`config.mk`:
```
export PLATFORM = sky130hd
export DESIGN_NAME = gfx_text_sequencer
export DESIGN_NICKNAME = d
export VERILOG_FILES = /design/src/rtl/gfx_text_sequencer.sv
export SDC_FILE = /design/constraint.sdc
export NUM_CORES = 1
export LEC_CHECK = 0
export CORE_MARGIN = 2
export CORE_UTILIZATION = 44
export CTS_CLUSTER_SIZE = 25
export DETAILED_ROUTE_END_ITERATION = 7
export PLACE_DENSITY_LB_ADDON = 0.2
export SLEW_MARGIN = 30
export SYNTH_ARGS = -nofsm -noshare
export SYNTH_HDL_FRONTEND = slang
export SYNTH_SLANG_ARGS = --single-unit
```
`constraint.sdc`:
```
create_clock -name clk_i -period 2.3 [get_ports clk_i]
set_input_delay 0.23 -clock clk_i [delete_from_list [all_inputs] [get_ports clk_i]]
set_output_delay 0.23 -clock clk_i [all_outputs]
set_load 0.1 [all_outputs]
```
`src/rtl/gfx_text_sequencer.sv`:
```
// rtl/gfx_text_sequencer.sv - walks a 16-bit character string in 64-bit memory words and issues one blit request per glyph
// Define GFX_TEXTSEQ_NEWLINE_EN to turn code 16'h000A into a carriage return plus line feed.
module gfx_text_sequencer #(
  parameter int point_width = 16
) (
  input  logic                   clk_i,
  input  logic                   rst_i,
  input  logic                   start_i,
  input  logic [31:0]            str_adr_i,
  input  logic [15:0]            str_len_i,
  input  logic [point_width-1:0] pos_x_i,
  input  logic [point_width-1:0] pos_y_i,
  input  logic [point_width-1:0] adv_x_i,
  input  logic [point_width-1:0] adv_y_i,
  output logic                   busy_o,
  output logic                   done_o,
  output logic                   read_request_o,
  output logic [7:0]             seq_sel_o,
  output logic [31:0]            seq_adr_o,
  input  logic                   seq_ack_i,
  input  logic [63:0]            seq_dat_i,
  output logic                   char_o,
  output logic [15:0]            char_code_o,
  output logic [point_width-1:0] char_pos_x_o,
  output logic [point_width-1:0] char_pos_y_o,
  input  logic                   char_ack_i
);

  typedef enum logic [2:0] {IDLE, FETCH, FETCH_ACK, ISSUE, WAIT_CHAR, DONE} state_t;

  state_t                 state;
  logic [31:0]            word_adr;
  logic [1:0]             lane;
  logic [15:0]            remaining;
  logic [63:0]            word;
  logic [point_width-1:0] cur_x;
  logic [point_width-1:0] cur_y;
  logic [point_width-1:0] org_x;
  logic [point_width-1:0] step_x;
  logic [15:0]            code;
  logic                   last;
  logic                   wrap;
  logic [31:0]            next_adr;
  logic                   unused_adr0;

  assign code        = word[{lane, 4'b0000} +: 16];
  assign last        = (remaining == 16'd1);
  assign wrap        = (lane == 2'd3);
  assign next_adr    = word_adr + 32'd8;
  assign unused_adr0 = str_adr_i[0];

`ifdef GFX_TEXTSEQ_NEWLINE_EN
  logic [point_width-1:0] step_y;
`else
  logic unused_adv_y;
  assign unused_adv_y = ^adv_y_i;
`endif

  always_ff @(posedge clk_i) begin
    if (rst_i) begin
      state          <= IDLE;
      word_adr       <= '0;
      lane           <= '0;
      remaining      <= '0;
      word           <= '0;
      cur_x          <= '0;
      cur_y          <= '0;
      org_x          <= '0;
      step_x         <= '0;
`ifdef GFX_TEXTSEQ_NEWLINE_EN
      step_y         <= '0;
`endif
      busy_o         <= 1'b0;
      done_o         <= 1'b0;
      read_request_o <= 1'b0;
      seq_sel_o      <= '0;
      seq_adr_o      <= '0;
      char_o         <= 1'b0;
      char_code_o    <= '0;
      char_pos_x_o   <= '0;
      char_pos_y_o   <= '0;
    end else begin
      done_o <= 1'b0;
      char_o <= 1'b0;
      case (state)
        IDLE: begin
          if (start_i) begin
            busy_o <= 1'b1;
            if (str_len_i == 16'd0) begin
              state <= DONE;
            end else begin
              word_adr       <= {str_adr_i[31:3], 3'b000};
              lane           <= str_adr_i[2:1];
              remaining      <= str_len_i;
              cur_x          <= pos_x_i;
              cur_y          <= pos_y_i;
              org_x          <= pos_x_i;
              step_x         <= adv_x_i;
`ifdef GFX_TEXTSEQ_NEWLINE_EN
              step_y         <= adv_y_i;
`endif
              // Request is raised on entry so it is visible the cycle after start.
              read_request_o <= 1'b1;
              seq_sel_o      <= 8'hFF;
              seq_adr_o      <= {str_adr_i[31:3], 3'b000};
              state          <= FETCH;
            end
          end
        end
        FETCH: state <= FETCH_ACK;
        FETCH_ACK: begin
          if (seq_ack_i) begin
            word           <= seq_dat_i;
            read_request_o <= 1'b0;
            state          <= ISSUE;
          end
        end
        ISSUE: begin
`ifdef GFX_TEXTSEQ_NEWLINE_EN
          if (code == 16'h000A) begin
            cur_x     <= org_x;
            cur_y     <= cur_y + step_y;
            remaining <= remaining - 16'd1;
            lane      <= lane + 2'd1;
            if (last) begin
              state <= DONE;
            end else if (wrap) begin
              word_adr       <= next_adr;
              read_request_o <= 1'b1;
              seq_adr_o      <= next_adr;
              state          <= FETCH;
            end else begin
              state <= ISSUE;
            end
          end else
`endif
          begin
            char_o       <= 1'b1;
            char_code_o  <= code;
            char_pos_x_o <= cur_x;
            char_pos_y_o <= cur_y;
            state        <= WAIT_CHAR;
          end
        end
        WAIT_CHAR: begin
          if (char_ack_i) begin
            cur_x     <= cur_x + step_x;
            remaining <= remaining - 16'd1;
            lane      <= lane + 2'd1;
            if (last) begin
              state <= DONE;
            end else if (wrap) begin
              word_adr       <= next_adr;
              read_request_o <= 1'b1;
              seq_adr_o      <= next_adr;
              state          <= FETCH;
            end else begin
              state <= ISSUE;
            end
          end
        end
        DONE: begin
          done_o <= 1'b1;
          busy_o <= 1'b0;
          state  <= IDLE;
        end
        default: state <= IDLE;
      endcase
    end
  end

endmodule

```
==> flow_summary.toml <==
[status]
result_of_the_run = "complete, no violations"

[routing]
postRouteAntennaNets = 0
routed_via_density = 5.42
detailroute.via_count = 9975
wl_per_cell_um = 15.7
number_of_remaining_drc_errors = 0
wirelength_um = 28800
drt-initial-drc-count = 624
drt_pass1_iterations = 5

[floorplan]
die-width_um = 155
std_cell_rows = 55
dieHeight_um = 155
coreArea_mm2 = 0.0226
floorplan.io_pins = 273
initial_utilization = 0.446
die_footprint_mm2 = 0.0241

[yosys]
seq_area_frac_synth = 0.428
commonest_cells_in_the_synthesized_netlist = "sky130_fd_sc_hd__nand2_1 (384), sky130_fd_sc_hd__dfxtp_1 (215), sky130_fd_sc_hd__a21oi_1 (214), sky130_fd_sc_hd__clkbuf_1 (78), sky130_fd_sc_hd__nor2_1 (55)"
synth.top_cells.by_area = "sky130_fd_sc_hd__dfxtp_1 (43%), sky130_fd_sc_hd__nand2_1 (14%), sky130_fd_sc_hd__a21oi_1 (11%)"
yosys_register_bits = 215
post_synth_inst_count = 1301
synth.most_common_cell = "sky130_fd_sc_hd__nand2_1"
synth_enable_flop_cells = 0
synth_area_leader_cell = "sky130_fd_sc_hd__dfxtp_1"
syn-mean-instance-area_um2 = 7.74
mappedNetlistArea_mm2 = 0.0101
synth_flop_cell = "sky130_fd_sc_hd__dfxtp_1"
yosysWarnings = 0
ys_async_sr_fraction = 0
synth_top_area_share = 0.428
synth_cell_type_count = 69

[clocking]
cts_num_sinks = 215
h-tree-depth = 1
tritoncts_clock_tree = "yes"
tritoncts.num_buffers = 24
clock_tree.root_cell = "sky130_fd_sc_hd__clkbuf_16"
maximum_count_of_clock_buffers_along_a_single_path = 3
clkTransAtPathRegs_ns = 0.07
worst_skew_late_latency_ns = 0.53

[place]
placedCellCount = 1792
place_congestion = 0.881
dp_worst_setup_slack_ns = -0.111
place_area_mm2 = 0.0129
hpwl_um = 19800
port_buffers = 252

[sta]
timing.final.crit_period_ns = 2.15
worst_relative_slew_slack = 0.585
fmaxAchievable_mhz = 466
fin_skew_ns = 0.0226
hold_viol = 0
maxSlewViolCount = 0
fin_ws_ns = 0.153
rsz0062_at_grt = "no"
post-route-period-util = 0.934
setup_viol = 0
tightest_slew_ns = 0.622

[global_routing]
globalRouteTotalUtil = 0.234
via_count_of_the_first_global_routing_pass = 9366
globalRoute.totalOverflow = 0
global_route_wire_length_before_repair_um = 46600
largest_net_degree_at_the_start_of_global_routing = 90
grt_antenna_before_repair = 3

[worst_hold_path]
holdCritPathClass = "input pin to flip-flop"

[setup_path]
critical_path_peak_fanout = 7
class_of_the_most_critical_setup_path = "flip-flop to flip-flop"
worstPathArrival_ns = 2.61
critPathCaptureType = "flip-flop"
critPathLaunchType = "flip-flop"
worstPathRequired_ns = 2.76

[cells_and_area]
area_growth_syn_to_layout_pct = 36.7
nFillCells = 2113
layout-drive-gt1-share = 0.158
nNetsFinal = 1734
final_cell_area_mm2 = 0.0138
layout.cells.non_filler = 1839
finalCoreUtilization = 0.610

[flow_run]
maxCapViolCount = 0

[power_and_ir_drop]
peakVddDrop_mv = 0.506
power.density_mw_per_mm2 = 768
static-leakage-power_nw = 5.29
-- through the flow --
step	hold slack [ns]	TNS (ns)	power (W)
floorplan	0.366	0	0.00585
global route	0.0526	0	0.0110
detailed placement	0.442	-1.69	0.00667
finish	0.0480	0	0.0106
global placement	0.436	-1.03	0.00664
CTS	0.0368	0	0.0106
-- state kept, by name, indices dropped and copies added, names as in the netlist --
register and cells:
char_code_o 16, char_pos_x_o 16, cur_x 16, done_o 1, word_adr 29, read_request_o 1, seq_sel_o 1, busy_o 1
char_pos_y_o 16, cur_y 16, lane 2, remaining 16, step_x 16, word 64, state 3, char_o 1
-- layout by cell type (no fill, tap or decap), drive strengths merged, types with 6 or more instances in the layout --
cell           instances
a211oi                 8
a21o                  12
a21oi                214
a22oi                  8
a311oi                 8
a31oi                 12
and2                   8
and3                  14
buf                  150
clkbuf                36
clkdlybuf4s50        162
dfxtp                215
ha                    19
inv                    7
mux4                  16
nand2                384
nand3                 26
nand4                  8
nor2                  57
nor3                  25
nor4                   9
o21ai                 48
o31a                   6
o32ai                 10
-- worst paths after layout --
kind                            cells after the start    startpoint  slack (ns)               to
worst max-delay path                                6  remaining[2]        0.15    remaining[15]
worst min-delay path                                2         rst_i        0.05     word_adr[20]
worst max register to register                      6  remaining[2]        0.15    remaining[15]
worst min register to register                      2      cur_y[8]        0.45  char_pos_y_o[8]
-- timing repair --
item / 4_1_cts / 5_1_grt
hold buffers: 0 / 0
endpoints found under the setup margin: 1 / 5
pin swaps: 0 / 3
setup buffers: 0 / 0
gates resized for setup: 1 / 4
-- power breakdown --
| part | switching (W) | internal (W) | total [W] | leakage, nW |
|---|---|---|---|---|
| clock network | 0.00158 | 0.00239 | 0.00396 | 0.403 |
| logic | 0.00153 | 0.000901 | 0.00243 | 3.13 |
| registers | 0.000200 | 0.00397 | 0.00417 | 1.76 |
-- worst max-delay path, stage by stage, from the launching register on --
cell	delay, ns
sky130_fd_sc_hd__dfxtp_1	0.36
sky130_fd_sc_hd__or4_4	0.52
sky130_fd_sc_hd__or4_1	0.60
sky130_fd_sc_hd__nor2_4	0.20
sky130_fd_sc_hd__a21o_1	0.14
sky130_fd_sc_hd__a21oi_1	0.07
sky130_fd_sc_hd__a211oi_2	0.19
-- cells by family (layout without fill, tap and decap cells) --
logic type / count (synthesis) / in the layout / synth area share
adder cells (fa/ha/maj): 20 / 20 / 0.0256
multiplexers: 18 / 18 / 0.0379
AO/OA/AOI/OAI: 369 / 369 / 0.217
buffers and inverters: 114 / 362 / 0.0482
XOR/XNOR: 9 / 9 / 0.00783
AND/OR/NAND/NOR: 555 / 555 / 0.235
other: 1 / 6 / 0.000372
flip-flops: 215 / 215 / 0.428
-- layer usage --
layer / GRT usage / vias up / wire (um)
met4: 0.0961 / 0 / 990
met1: 0.313 / 4641 / 12800
li1: - / 5009 / -
met2: 0.383 / 268 / 13700
met3: 0.0312 / 57 / 1380
met5: 0 / - / 0
-- layout make-up --
cell class                 count  area, um2  area share
multi-input combinational    974       5330       0.387
sequential                   215       4340       0.315
timing repair buffer         312       2880       0.209
clock buffer                  36        717      0.0521
tap                          285        357      0.0259
clock inverter                 8        108     0.00782
inverter                       6       22.5     0.00164
antenna                        3       7.51    0.000546
Power figures use the tool's default switching activity.
